==> config.mk <==
export PLATFORM = sky130hd
export DESIGN_NAME = net_bus_rx7_flat
export DESIGN_NICKNAME = d
export VERILOG_FILES = /design/src/rtl/net_bus_rx7_if.sv /design/src/rtl/net_bus_rx7.sv /design/src/flat_wrapper.sv
export SDC_FILE = /design/constraint.sdc
export NUM_CORES = 1
export LEC_CHECK = 0
export CAP_MARGIN = 25
export CELL_PAD_IN_SITES_DETAIL_PLACEMENT = 1
export CELL_PAD_IN_SITES_GLOBAL_PLACEMENT = 2
export CORE_UTILIZATION = 20
export CTS_BUF_LIST = sky130_fd_sc_hd__clkbuf_8
export DETAILED_ROUTE_END_ITERATION = 6
export PLACE_DENSITY_LB_ADDON = 0.1
export SYNTH_ARGS = -nofsm -noshare
export SYNTH_HDL_FRONTEND = slang
export SYNTH_SLANG_ARGS = --single-unit
==> constraint.sdc <==
create_clock -name clk -period 4 [get_ports clk]
set_clock_uncertainty 0.1 [all_clocks]
set_input_delay 0.6 -clock clk [delete_from_list [all_inputs] [get_ports clk]]
set_output_delay 0.6 -clock clk [all_outputs]
set_load 0.005 [all_outputs]
==> src/rtl/net_bus_rx7_if.sv <==
// Seven NetBus receive links plus the merged output link of net_bus_rx7.
// The slave modport is the merger; the master modport is its environment.
interface net_bus_rx7_if #(
  parameter int DATA_WIDTH = 4
);
  localparam int W = DATA_WIDTH*9+14;

  logic [6:0][W-1:0] rdata;
  logic [6:0]        rvalid;
  logic [6:0]        rready;
  logic [W-1:0]      data;
  logic              valid;
  logic              ready;
  logic [2:0]        owner;

  modport slave (
    input  rdata, rvalid, ready,
    output rready, data, valid, owner
  );

  modport master (
    output rdata, rvalid, ready,
    input  rready, data, valid, owner
  );
endinterface

==> src/rtl/net_bus_rx7.sv <==
// Seven-to-one NetBus merger: packet-locked round-robin arbitration feeding a
// single registered output stage that carries the source port with each word.
module net_bus_rx7 #(
  parameter int DATA_WIDTH = 4,
  parameter int LAST_BIT   = DATA_WIDTH*9+13
) (
  input logic          clk,
  input logic          rst,
  net_bus_rx7_if.slave bus
);
  localparam int W = DATA_WIDTH*9+14;

  typedef enum logic {IDLE, LOCK} state_t;

  state_t       state, state_next;
  logic [2:0]   g, g_next;
  logic [2:0]   ptr, ptr_next;
  logic [W-1:0] data_q;
  logic         valid_q;
  logic [2:0]   owner_q;
  logic [6:0]   rready;
  logic         accept;
  logic [W-1:0] word;
  logic         last;

  // First requesting port at or after start, wrapping 6 -> 0.
  function automatic logic [2:0] rr_pick(input logic [6:0] req, input logic [2:0] start);
    logic [2:0] pick;
    logic [3:0] idx;
    logic       found;
    pick  = start;
    found = 1'b0;
    for (int i = 0; i < 7; i++) begin
      idx = {1'b0, start} + 4'(i);
      if (idx >= 4'd7) idx = idx - 4'd7;
      if (!found && req[idx[2:0]]) begin
        pick  = idx[2:0];
        found = 1'b1;
      end
    end
    return pick;
  endfunction

  assign word = bus.rdata[g];
  assign last = word[LAST_BIT];

  always_comb begin
    state_next = state;
    g_next     = g;
    ptr_next   = ptr;
    rready     = '0;
    accept     = 1'b0;
    case (state)
      IDLE: begin
        if (|bus.rvalid) begin
          g_next     = rr_pick(bus.rvalid, ptr);
          state_next = LOCK;
        end
      end
      LOCK: begin
        // The granted port may push whenever the output stage can take a word.
        rready[g] = ~valid_q | bus.ready;
        accept    = bus.rvalid[g] & rready[g];
        if (accept && last) begin
          state_next = IDLE;
          ptr_next   = (g == 3'd6) ? 3'd0 : g + 3'd1;
        end
      end
      default: state_next = IDLE;
    endcase
  end

  always_ff @(posedge clk or posedge rst) begin
    if (rst) begin
      state <= IDLE;
      g     <= '0;
      ptr   <= '0;
    end else begin
      state <= state_next;
      g     <= g_next;
      ptr   <= ptr_next;
    end
  end

  // A stalled word holds; an accept refills even while the old word drains.
  always_ff @(posedge clk or posedge rst) begin
    if (rst) begin
      data_q  <= '0;
      valid_q <= 1'b0;
      owner_q <= '0;
    end else if (accept) begin
      data_q  <= word;
      valid_q <= 1'b1;
      owner_q <= g;
    end else if (bus.ready) begin
      valid_q <= 1'b0;
    end
  end

  assign bus.rready = rready;
  assign bus.data   = data_q;
  assign bus.valid  = valid_q;
  assign bus.owner  = owner_q;
endmodule

==> src/flat_wrapper.sv <==
// flat-port wrapper written by rule: the top's interface ports become plain ports
module net_bus_rx7_flat 
#(
  parameter int DATA_WIDTH = 4,
  parameter int LAST_BIT   = DATA_WIDTH*9+13
)
  (clk, rst, bus_rdata, bus_rvalid, bus_ready, bus_rready, bus_data, bus_valid, bus_owner);
  net_bus_rx7_if #(.DATA_WIDTH(DATA_WIDTH)) bus_i ();
  input logic clk;
  input logic rst;
  input wire logic [$bits(bus_i.rdata)-1:0] bus_rdata;
  input wire logic [$bits(bus_i.rvalid)-1:0] bus_rvalid;
  input wire logic [$bits(bus_i.ready)-1:0] bus_ready;
  output wire logic [$bits(bus_i.rready)-1:0] bus_rready;
  output wire logic [$bits(bus_i.data)-1:0] bus_data;
  output wire logic [$bits(bus_i.valid)-1:0] bus_valid;
  output wire logic [$bits(bus_i.owner)-1:0] bus_owner;
  assign bus_i.rdata = bus_rdata;
  assign bus_i.rvalid = bus_rvalid;
  assign bus_i.ready = bus_ready;
  assign bus_rready = bus_i.rready;
  assign bus_data = bus_i.data;
  assign bus_valid = bus_i.valid;
  assign bus_owner = bus_i.owner;
  net_bus_rx7 #(.DATA_WIDTH(DATA_WIDTH), .LAST_BIT(LAST_BIT)) u_core (.clk(clk), .rst(rst), .bus(bus_i));
endmodule
; After elaboration in Yosys (flattened, before gate mapping)
; Index checks and enable logic that the tools add are counted.
[totals]
elab_cells = 136
ff_bits = 61
[op_classes]
n_eq_ne = 1
n_mux = 76
n_lt_le_gt_ge = 16
bitwise = 5
n_reduce_logical = 18
addsub = 14
[ops]
columns = operator, count
row1 = binary-select mux 50 bit (select 3 bit), 1
row2 = two-way mux 3 bit, 29
row3 = two-way mux 50 bit, 1
row4 = two-way mux 1 bit, 33
row5 = "less-than comparator 3 x 4 -> 1 bit, second input constant", 8
row6 = binary-select mux 1 bit (select 3 bit), 9
row7 = ">= comparator 4 x 3 -> 1 bit, second input constant", 6
row8 = "subtractor 3 bit, second input constant", 7
row9 = "adder 3 x 3 -> 4 bit, second input constant", 3
row10 = "adder 3 x 2 -> 4 bit, second input constant", 2
row11 = logical AND 1 bit, 8
row12 = bitwise AND 7 bit, 1
row13 = two-way mux 7 bit, 1
row14 = OR reduction 7 bit, 1
row15 = logical NOT 1 bit, 6
row16 = "adder 3 x 1 -> 4 bit, second input constant", 1
row17 = AND reduction 2 bit, 2
row18 = "adder 3 x 1 -> 3 bit, second input constant", 1
row19 = demux 1 bit (select 3 bit), 1
row20 = "== test 3 bit, second input constant", 1
row21 = ">= comparator 3 x 1 -> 1 bit, second input constant", 1
row22 = ">= comparator 3 bit, second input constant", 1
row23 = NOT 1 bit, 2
row24 = one-hot mux 1 bit (2 select lines), 1
row25 = 3 further kinds, 3

; Logic depth before layout (Yosys ltp)
; Gate-level depths: netlist of run 1.
[logic_depth]
ltp_word = 37
mapped_depth = 15
ltp_nobuf = 13

; Worst setup path before layout of run 1
; No wires, ideal clock.
[synth_timing]
kind = register to register
start = reg u_core.ptr[1]
end = reg u_core.g[0]
period_less_slack_ns = 3.373
slack_ns = 0.627
arrival_ns = 3.123
setup_time_ns = 0.149
path_stages_with_launch = 15
required_time_ns = 3.751
path_buffers = 1
path_cell_list = dfrtp_1 buf_2 inv_1 ha_1 inv_1 fa_1 nor2b_1 a221o_1 a21oi_1 or2_2 nand3_4 nor4_4 a22oi_1 mux2i_1 a31oi_1
[synth_via]
elab_chain_len = 37
word_cells_on_any_way = 92
cone_classes = add/sub: 13 / order compare: 7 / mux: 60 / reduce/logical: 12
[synth_lines]
columns = element, line_no
row1 = "start, declared", net_bus_rx7.sv:17  ; logic [2:0] ptr, ptr_next;
row2 = "start signal, assigned", net_bus_rx7.sv:81  ; ptr <= ptr_next;
row3 = subtractor 3 bit or >= comparator 3 bit (tied branches), net_bus_rx7.sv:35  ; if (idx >= 4'd7) idx = idx - 4'd7;
row4 = two-way mux 3 bit, net_bus_rx7.sv:35
row5 = two-way mux 3 bit, net_bus_rx7.sv:55  ; if (|bus.rvalid) begin
row6 = two-way mux 3 bit, net_bus_rx7.sv:53  ; case (state)
row7 = binary-select mux 1 bit (select 3 bit), net_bus_rx7.sv:36  ; if (!found && req[idx[2:0]]) begin
row8 = two-way mux 1 bit (not written as such), net_bus_rx7.sv:36
row9 = two-way mux 1 bit, net_bus_rx7.sv:36
row10 = two-way mux 1 bit, net_bus_rx7.sv:55
row11 = [... 21 more ...], --
row12 = logical NOT 1 bit, net_bus_rx7.sv:36
row13 = logical AND 1 bit, net_bus_rx7.sv:36
row14 = two-way mux 1 bit, net_bus_rx7.sv:36
row15 = two-way mux 1 bit, net_bus_rx7.sv:55
row16 = two-way mux 1 bit, net_bus_rx7.sv:53
row17 = logical NOT 1 bit, net_bus_rx7.sv:36
row18 = logical AND 1 bit, net_bus_rx7.sv:36
row19 = two-way mux 3 bit *, net_bus_rx7.sv:36
row20 = "end signal, assigned", net_bus_rx7.sv:80  ; g <= g_next;
row21 = "end, declared", net_bus_rx7.sv:16  ; logic [2:0] g, g_next;
; Every way passes the cells marked *; elsewhere a longest branch is shown, timed or not. The select of a mux whose other input is x is not followed.
; A chain may end at the register's enable or synchronous reset.

; Final worst setup path of run 1
[layout_timing]
start = reg u_core.ptr[0]
end = reg u_core.g[0]
; Same word-level chain as after synthesis.

==> flow_metrics.py, run 1 <==
metrics = {
    "power_and_ir_drop": {
        "static-leakage-power_nw": 4.611,
        "powerDensity_nw_per_um2": 681.5,
        "worst_ir_drop_vdd_uv": 261.3,
    },
    "clock_network": {
        "tritoncts_clock_tree": "yes",
        "clock_tree.htree_level_count": 3,
        "clk_transition_reported_paths_ns": 0.09,
        "cts_buffer_count": 9,
        "clock-root-buffer": "sky130_fd_sc_hd__clkbuf_8",
        "cts_hold_repair.buffers": 0,
        "clock_tree.buffer_depth": 2,
        "clkLatencyLatePin_ns": 0.36,
        "clkSinkCount": 61,
    },
    "global_routing": {
        "via_count_of_the_first_global_routing_pass": 8727,
        "grt_max_degree": 77,
        "number_of_antenna_violations_at_the_first_check_in_global_routing": 8,
        "groute.usage.overall_pct": 21.17,
        "grt_pass1_wl_um": 56330,
        "global_route.overflow_total": 0,
    },
    "layout": {
        "num-nets-final": 1632,
        "drive_gt1_share_pct": 9.818,
        "layout.cells.most_common": "sky130_fd_sc_hd__clkdlybuf4s50_1",
        "stdcell_count": 1717,
        "most-common-layout-cells": "420 x sky130_fd_sc_hd__clkdlybuf4s50_1, 168 x sky130_fd_sc_hd__a21oi_1, 80 x sky130_fd_sc_hd__nor2_1",
        "area_delta_synth_final_pct": 71.18,
    },
    "worst_setup_path": {
        "worstReg2RegEnd": "u_core.g[0]",
        "worst_r2r_path_depth": 12,
        "worst_path_largest_cell_delay_ns": 0.53,
        "slowest_cell_on_the_critical_path": "sky130_fd_sc_hd__dfrtp_2",
        "critical_path_arrival_ns": 3.75,
        "reg2reg_setup_slack_ns": 0.36,
        "worst-path-max-fanout": 13,
        "worst_setup_path_start_kind": "flip-flop",
        "list_of_cells_traversed_by_the_critical_path": "inv_1 > buf_4 > ha_1 > nor4bb_1 > a31o_1 > a221oi_1 > mux2_2 > nand3_4 > nor4_4 > a22oi_1 > mux2i_1 > a31oi_1",
        "worst-setup-path-type": "flip-flop to flip-flop",
        "cp_data_required_time_ns": 4.11,
        "critPathCapture": "u_core.g[0]",
        "sort_of_element_at_the_end_of_the_critical_path": "flip-flop",
        "worstReg2RegStart": "u_core.ptr[0]",
        "worst_setup_path_startpoint": "u_core.ptr[0]",
    },
    "placed_design": {
        "placed_insts": 1695,
        "detailedPlacementHpwl_um": 29800,
        "routabilityCongestion": 0.8529,
        "place.port_buffers": 420,
    },
    "detailed_routing": {
        "wl_um": 37830,
        "detail_route.vias_per_cell": 4.811,
        "wl_per_cell_um": 22.03,
        "drtPass1Iterations": 4,
        "drtIter0Drc": 337,
        "drt.antenna.violating_nets": 0,
        "route.detailed.drc": 0,
        "routed-via-count": 8261,
    },
    "die": {
        "start_util_pct": 20.47,
        "core_area_um2": 33700,
        "die_h_um": 187.7,
        "floorplan.die.width_um": 187.7,
        "rows": 67,
        "boundaryPins": 421,
        "fp.dieArea_um2": 35240,
    },
    "yosys": {
        "count_of_mapped_cells_out_of_synthesis": 888,
        "synth.cell_area_um2": 6898,
        "count_of_flip_flops_with_a_built_in_enable_after_synthesis": 0,
        "synthArstFlopShare_pct": 100.0,
        "synth_net_count": 1262,
        "synth_largest_type_area_fraction_pct": 22.13,
        "ys_warn_count": 0,
        "syn-mean-instance-area_um2": 7.768,
        "synth-main-ff-cell": "sky130_fd_sc_hd__dfrtp_1",
        "synth_cell_types": 74,
        "synth_area_leaders": "sky130_fd_sc_hd__dfrtp_1 22%, sky130_fd_sc_hd__a21oi_1 12%, sky130_fd_sc_hd__mux2i_1 10%",
        "ys_seq_area_share_pct": 22.13,
        "yosys.area.top_type": "sky130_fd_sc_hd__dfrtp_1",
        "seq_cells_post_synth": 61,
    },
    "timing": {
        "rsz0062_at_grt": "false",
        "finalSetupViolCount": 0,
        "final_hold_violating_endpoints": 0,
        "max-slew-margin-rel_pct": 48.99,
        "final-max-slew-violation-count": 0,
        "timing.fmax_mhz": 274.7,
        "finalCriticalPeriod_ns": 3.640,
        "worst-slew-pin-transition_ns": 0.7652,
        "final_min_period_over_clock_period_pct": 91.00,
        "setup_total_negative_slack_ns": 0,
    },
    "job": {
        "drv.max_cap_violation_count": 0,
    },
    "status": {
        "run_status": "complete, no violations",
    },
    "hold_path": {
        "min-delay-path-class": "flip-flop to flip-flop",
    },
}
flip-flops by register name, indices dropped and copies added, names as in the netlist:
register          cells
u_core.bus.owner      3
u_core.state          1
u_core.bus.data      50
u_core.ptr            3
u_core.bus.valid      1
u_core.g              3
repair_timing:
action,4_1_cts,5_1_grt
buffers inserted,0,0
gates resized for setup,0,2
endpoints found under the setup margin,0,2
worst min-delay path by stage:
stage,start,depth (start not counted),to,slack [ns]
2_1_floorplan,u_core.bus.data[49],2,u_core.bus.data[49],0.37
3_3_place_gp,u_core.bus.data[49],2,u_core.bus.data[49],0.36
3_5_place_dp,u_core.bus.data[49],2,u_core.bus.data[49],0.37
4_1_cts,u_core.bus.data[9],2,u_core.bus.data[9],0.39
5_1_grt,u_core.bus.owner[1],2,u_core.bus.owner[1],0.41
6_report,u_core.bus.data[36],2,u_core.bus.data[36],0.38
cell usage after synthesis (all sizes together) (3+ instances only):
cell type / number
or3b: 3
nand2b: 11
o21ai: 66
xor2: 3
nor3b: 3
and3: 3
a21o: 3
nand4: 3
nor4: 5
dfrtp: 61
mux2: 58
a32o: 3
ha: 13
nand3b: 5
clkbuf: 65
nand3: 7
a221oi: 55
a31oi: 5
buf: 23
o21a: 6
or2: 4
a221o: 3
a21oi: 169
o211ai: 3
nor2: 81
a22oi: 4
and2: 4
nor3: 8
or3: 4
inv: 12
nor2b: 8
mux2i: 71
nand2: 78
xnor2: 3
o31ai: 3
per-layer routing:
metal,global-route usage [%],share of wire (%),wire length (um),up-vias
met5,0,0.029,11,-
met4,4.847,1.6,622,2
met3,5.372,6.0,2257,27
met2,37.48,51,19120,243
met1,25.48,42,15820,3937
li1,-,-,-,4052
power by group:
group          switching (mW)  internal, mW  total (mW)
clock                   0.298         0.337       0.634
combinational            3.37          2.75        6.12
sequential              0.354         0.937        1.29
total                    4.03          4.02        8.05
worst max-delay path, delay by kind of cell (launching register included):
family	cells	cell delay, ns
AO/OA/AOI/OAI	4	0.72
adder cells (fa/ha/maj)	1	0.48
buffers and inverters	2	0.49
flip-flops	1	0.53
multiplexers	2	0.48
AND/OR/NAND/NOR	3	0.67
area by class of cell:
class	count	area [um^2]
Fill cell	4032	21890
Multi-Input combinational cell	727	4982
Antenna cell	6	15.01
Sequential cell	61	1536
Timing Repair Buffer	447	4457
Inverter	12	45.04
Clock buffer	12	165.2
Tap cell	448	560.5
Clock inverter	4	46.29
through the flow:
stage / hold slack [ns] / setup slack [ns] / total power, mW / area, um^2 / utilization (%)
after global routing: 0.4112 / 0.09568 / 8.822 / 11810 / 35.03
final: 0.3804 / 0.3598 / 8.047 / 11810 / 35.04
after detailed placement: 0.3674 / 0.2374 / 7.515 / 11580 / 34.35
after CTS: 0.3866 / 0.2043 / 8.204 / 11790 / 34.98
after global placement: 0.3607 / 0.3414 / 7.479 / 11580 / 34.35
after floorplan: 0.3711 / 0.6275 / 5.071 / 6898 / -
cells by family after synthesis:
group | after synthesis | share of synthesized area, %
buffers and inverters | 100 | 6.058
muxes | 131 | 20.42
and+or+nand+nor | 234 | 16.54
AOI/OAI and AO/OA | 342 | 31.22
xor gates and xnor gates | 6 | 0.9797
adders and majority gates | 14 | 2.648
DFF | 61 | 22.13
Power figures use the tool's default switching activity.
==> run 2, diff against run 1 <==
--- a/config.mk
+++ b/config.mk
@@ -8,6 +8,7 @@
 export CAP_MARGIN = 25
 export CELL_PAD_IN_SITES_DETAIL_PLACEMENT = 1
 export CELL_PAD_IN_SITES_GLOBAL_PLACEMENT = 2
+export CORE_MARGIN = 8
 export CORE_UTILIZATION = 20
 export CTS_BUF_LIST = sky130_fd_sc_hd__clkbuf_8
 export DETAILED_ROUTE_END_ITERATION = 6
==> flow_metrics.py, run 2 (synthesized netlist as in run 1, its figures left out) <==
metrics = {
    "placed_design": {
        "place.port_buffers": 420,
        "placement.cell_area_um2": 11570,
        "detailedPlacementHpwl_um": 32430,
        "placed_insts": 1703,
        "routabilityCongestion": 0.8179,
    },
    "die": {
        "boundaryPins": 421,
        "rows": 68,
        "die_h_um": 201.7,
        "core_area_um2": 34290,
        "start_util_pct": 20.12,
        "fp.dieArea_um2": 40690,
        "floorplan.die.width_um": 201.7,
    },
    "worst_setup_path": {
        "list_of_cells_traversed_by_the_critical_path": "buf_4 > ha_1 > nand2b_1 > a2bb2o_1 > a221oi_1 > mux2_2 > nand3_4 > nor4_4 > a22oi_1 > mux2i_1 > a31oi_1",
        "worst_path_largest_cell_delay_ns": 0.65,
        "slowest_cell_on_the_critical_path": "sky130_fd_sc_hd__ha_1",
        "worst-setup-path-type": "flip-flop to flip-flop",
        "sort_of_element_at_the_end_of_the_critical_path": "flip-flop",
        "timing.critical_path.buf_inv": 1,
        "worst-path-max-fanout": 18,
        "cp_data_required_time_ns": 4.10,
        "critical_path_arrival_ns": 3.72,
        "worst_setup_path_start_kind": "flip-flop",
        "reg2reg_setup_slack_ns": 0.38,
        "critPathTopFamily": "compound AO/OA/AOI/OAI gates",
    },
    "timing": {
        "max-slew-margin-rel_pct": 36.60,
        "finalSetupViolCount": 0,
        "setup_total_negative_slack_ns": 0,
        "final_min_period_over_clock_period_pct": 90.50,
        "final-max-slew-violation-count": 0,
        "finalCriticalPeriod_ns": 3.620,
        "timing.fmax_mhz": 276.3,
        "final_hold_violating_endpoints": 0,
        "worst-slew-pin-transition_ns": 0.9510,
        "rsz0062_at_grt": "false",
    },
    "global_routing": {
        "grt_max_degree": 105,
        "global_route.overflow_total": 0,
        "via_count_of_the_first_global_routing_pass": 9210,
        "number_of_antenna_violations_at_the_first_check_in_global_routing": 8,
        "groute.usage.overall_pct": 19.28,
        "grt_pass1_wl_um": 60280,
    },
    "power_and_ir_drop": {
        "share_seq_of_total_power_pct": 15.8,
        "static-leakage-power_nw": 4.618,
        "clock_power_share_pct": 8.6,
        "netSwitchingFraction_pct": 49.93,
        "total_power_mw": 8.060,
        "internal_power_mw": 4.036,
        "powerDensity_nw_per_um2": 682.3,
        "worst_ir_drop_vdd_uv": 296.7,
        "combinationalPowerShare_pct": 75.6,
        "p_switching_mw": 4.025,
    },
    "layout": {
        "most-common-layout-cells": "420 x sky130_fd_sc_hd__clkdlybuf4s50_1, 168 x sky130_fd_sc_hd__a21oi_1, 80 x sky130_fd_sc_hd__nor2_1",
        "area_delta_synth_final_pct": 71.27,
        "final_core_util_pct": 34.45,
        "drive_gt1_share_pct": 9.889,
        "number_of_flip_flops_in_the_largest_register": 50,
        "num-nets-final": 1633,
        "layout.cells.most_common": "sky130_fd_sc_hd__clkdlybuf4s50_1",
        "finish.instance_area_um2": 11810,
        "stdcell_count": 1721,
    },
    "clock_network": {
        "clkSinkCount": 61,
        "post_cts.repair.setup_buffers": 0,
        "clkLatencyLatePin_ns": 0.37,
        "cts_buffer_count": 9,
        "clk_transition_reported_paths_ns": 0.08,
        "ctsResizeCount": 0,
        "tritoncts_clock_tree": "yes",
        "cts_hold_repair.buffers": 0,
        "clock_tree.htree_level_count": 3,
        "clock_tree.buffer_depth": 2,
        "clock-root-buffer": "sky130_fd_sc_hd__clkbuf_8",
    },
    "detailed_routing": {
        "routed-via-count": 8314,
        "detail_route.vias_per_cell": 4.831,
        "wl_um": 40680,
        "drt.antenna.violating_nets": 0,
        "drtIter0Drc": 281,
        "wl_per_cell_um": 23.64,
        "route.detailed.drc": 0,
        "drtPass1Iterations": 4,
    },
    "hold_path": {
        "min-delay-path-class": "flip-flop to flip-flop",
    },
    "status": {
        "run_status": "complete, no violations",
    },
    "job": {
        "drv.max_cap_violation_count": 0,
    },
}
## run 2: worst min-delay path: stages (launching register included)
cell                      delay [ns]
sky130_fd_sc_hd__dfrtp_1        0.34
sky130_fd_sc_hd__nand2_1        0.05
sky130_fd_sc_hd__nand2_1        0.05
## run 2: power by group through the flow
stage          Sequential, mW  Combinational, mW  Clock (mW)
3_3_place_gp             1.28               6.18           0
5_1_grt                  1.34               6.77       0.747
4_1_cts                  1.29               6.23       0.721
3_5_place_dp             1.30               6.20           0
6_report                 1.28               6.09       0.693
2_1_floorplan            1.11               3.96           0
## run 2: routing by layer
layer	track usage [%]	vias up	part of all wire, %
li1	-	4041	-
met1	22.15	3961	41
met2	34.40	258	51
met3	6.224	42	6.7
met4	4.096	12	1.7
met5	0	-	0.18
## run 2: layout make-up
cell class,count,area (um^2)
Clock inverter,4,71.32
Timing Repair Buffer,448,4439
Inverter,12,45.04
Multi-Input combinational cell,727,4982
Fill cell,4024,22470
Clock buffer,12,165.2
Tap cell,455,569.3
Antenna cell,2,5.005
Sequential cell,61,1536
## run 2: metrics by stage
stage               setup WS, ns  hold WS, ns
detailed placement        0.2983       0.3685
CTS                       0.2588       0.3873
global route             0.07144       0.4057
floorplan                 0.6275       0.3711
finish                    0.3802       0.3789
global placement          0.4169       0.3615
## run 2: path summary, 6_finish.rpt
check	start	endpoint	depth (start not counted)
max	u_core.ptr[2]	u_core.g[0]	11
min	u_core.bus.data[49]	u_core.bus.data[49]	2
max reg2reg	u_core.ptr[2]	u_core.g[0]	11
min reg2reg	u_core.bus.data[49]	u_core.bus.data[49]	2
max in group asynchronous	rst	u_core.bus.valid	3
min in group asynchronous	rst	u_core.bus.data[44]	2
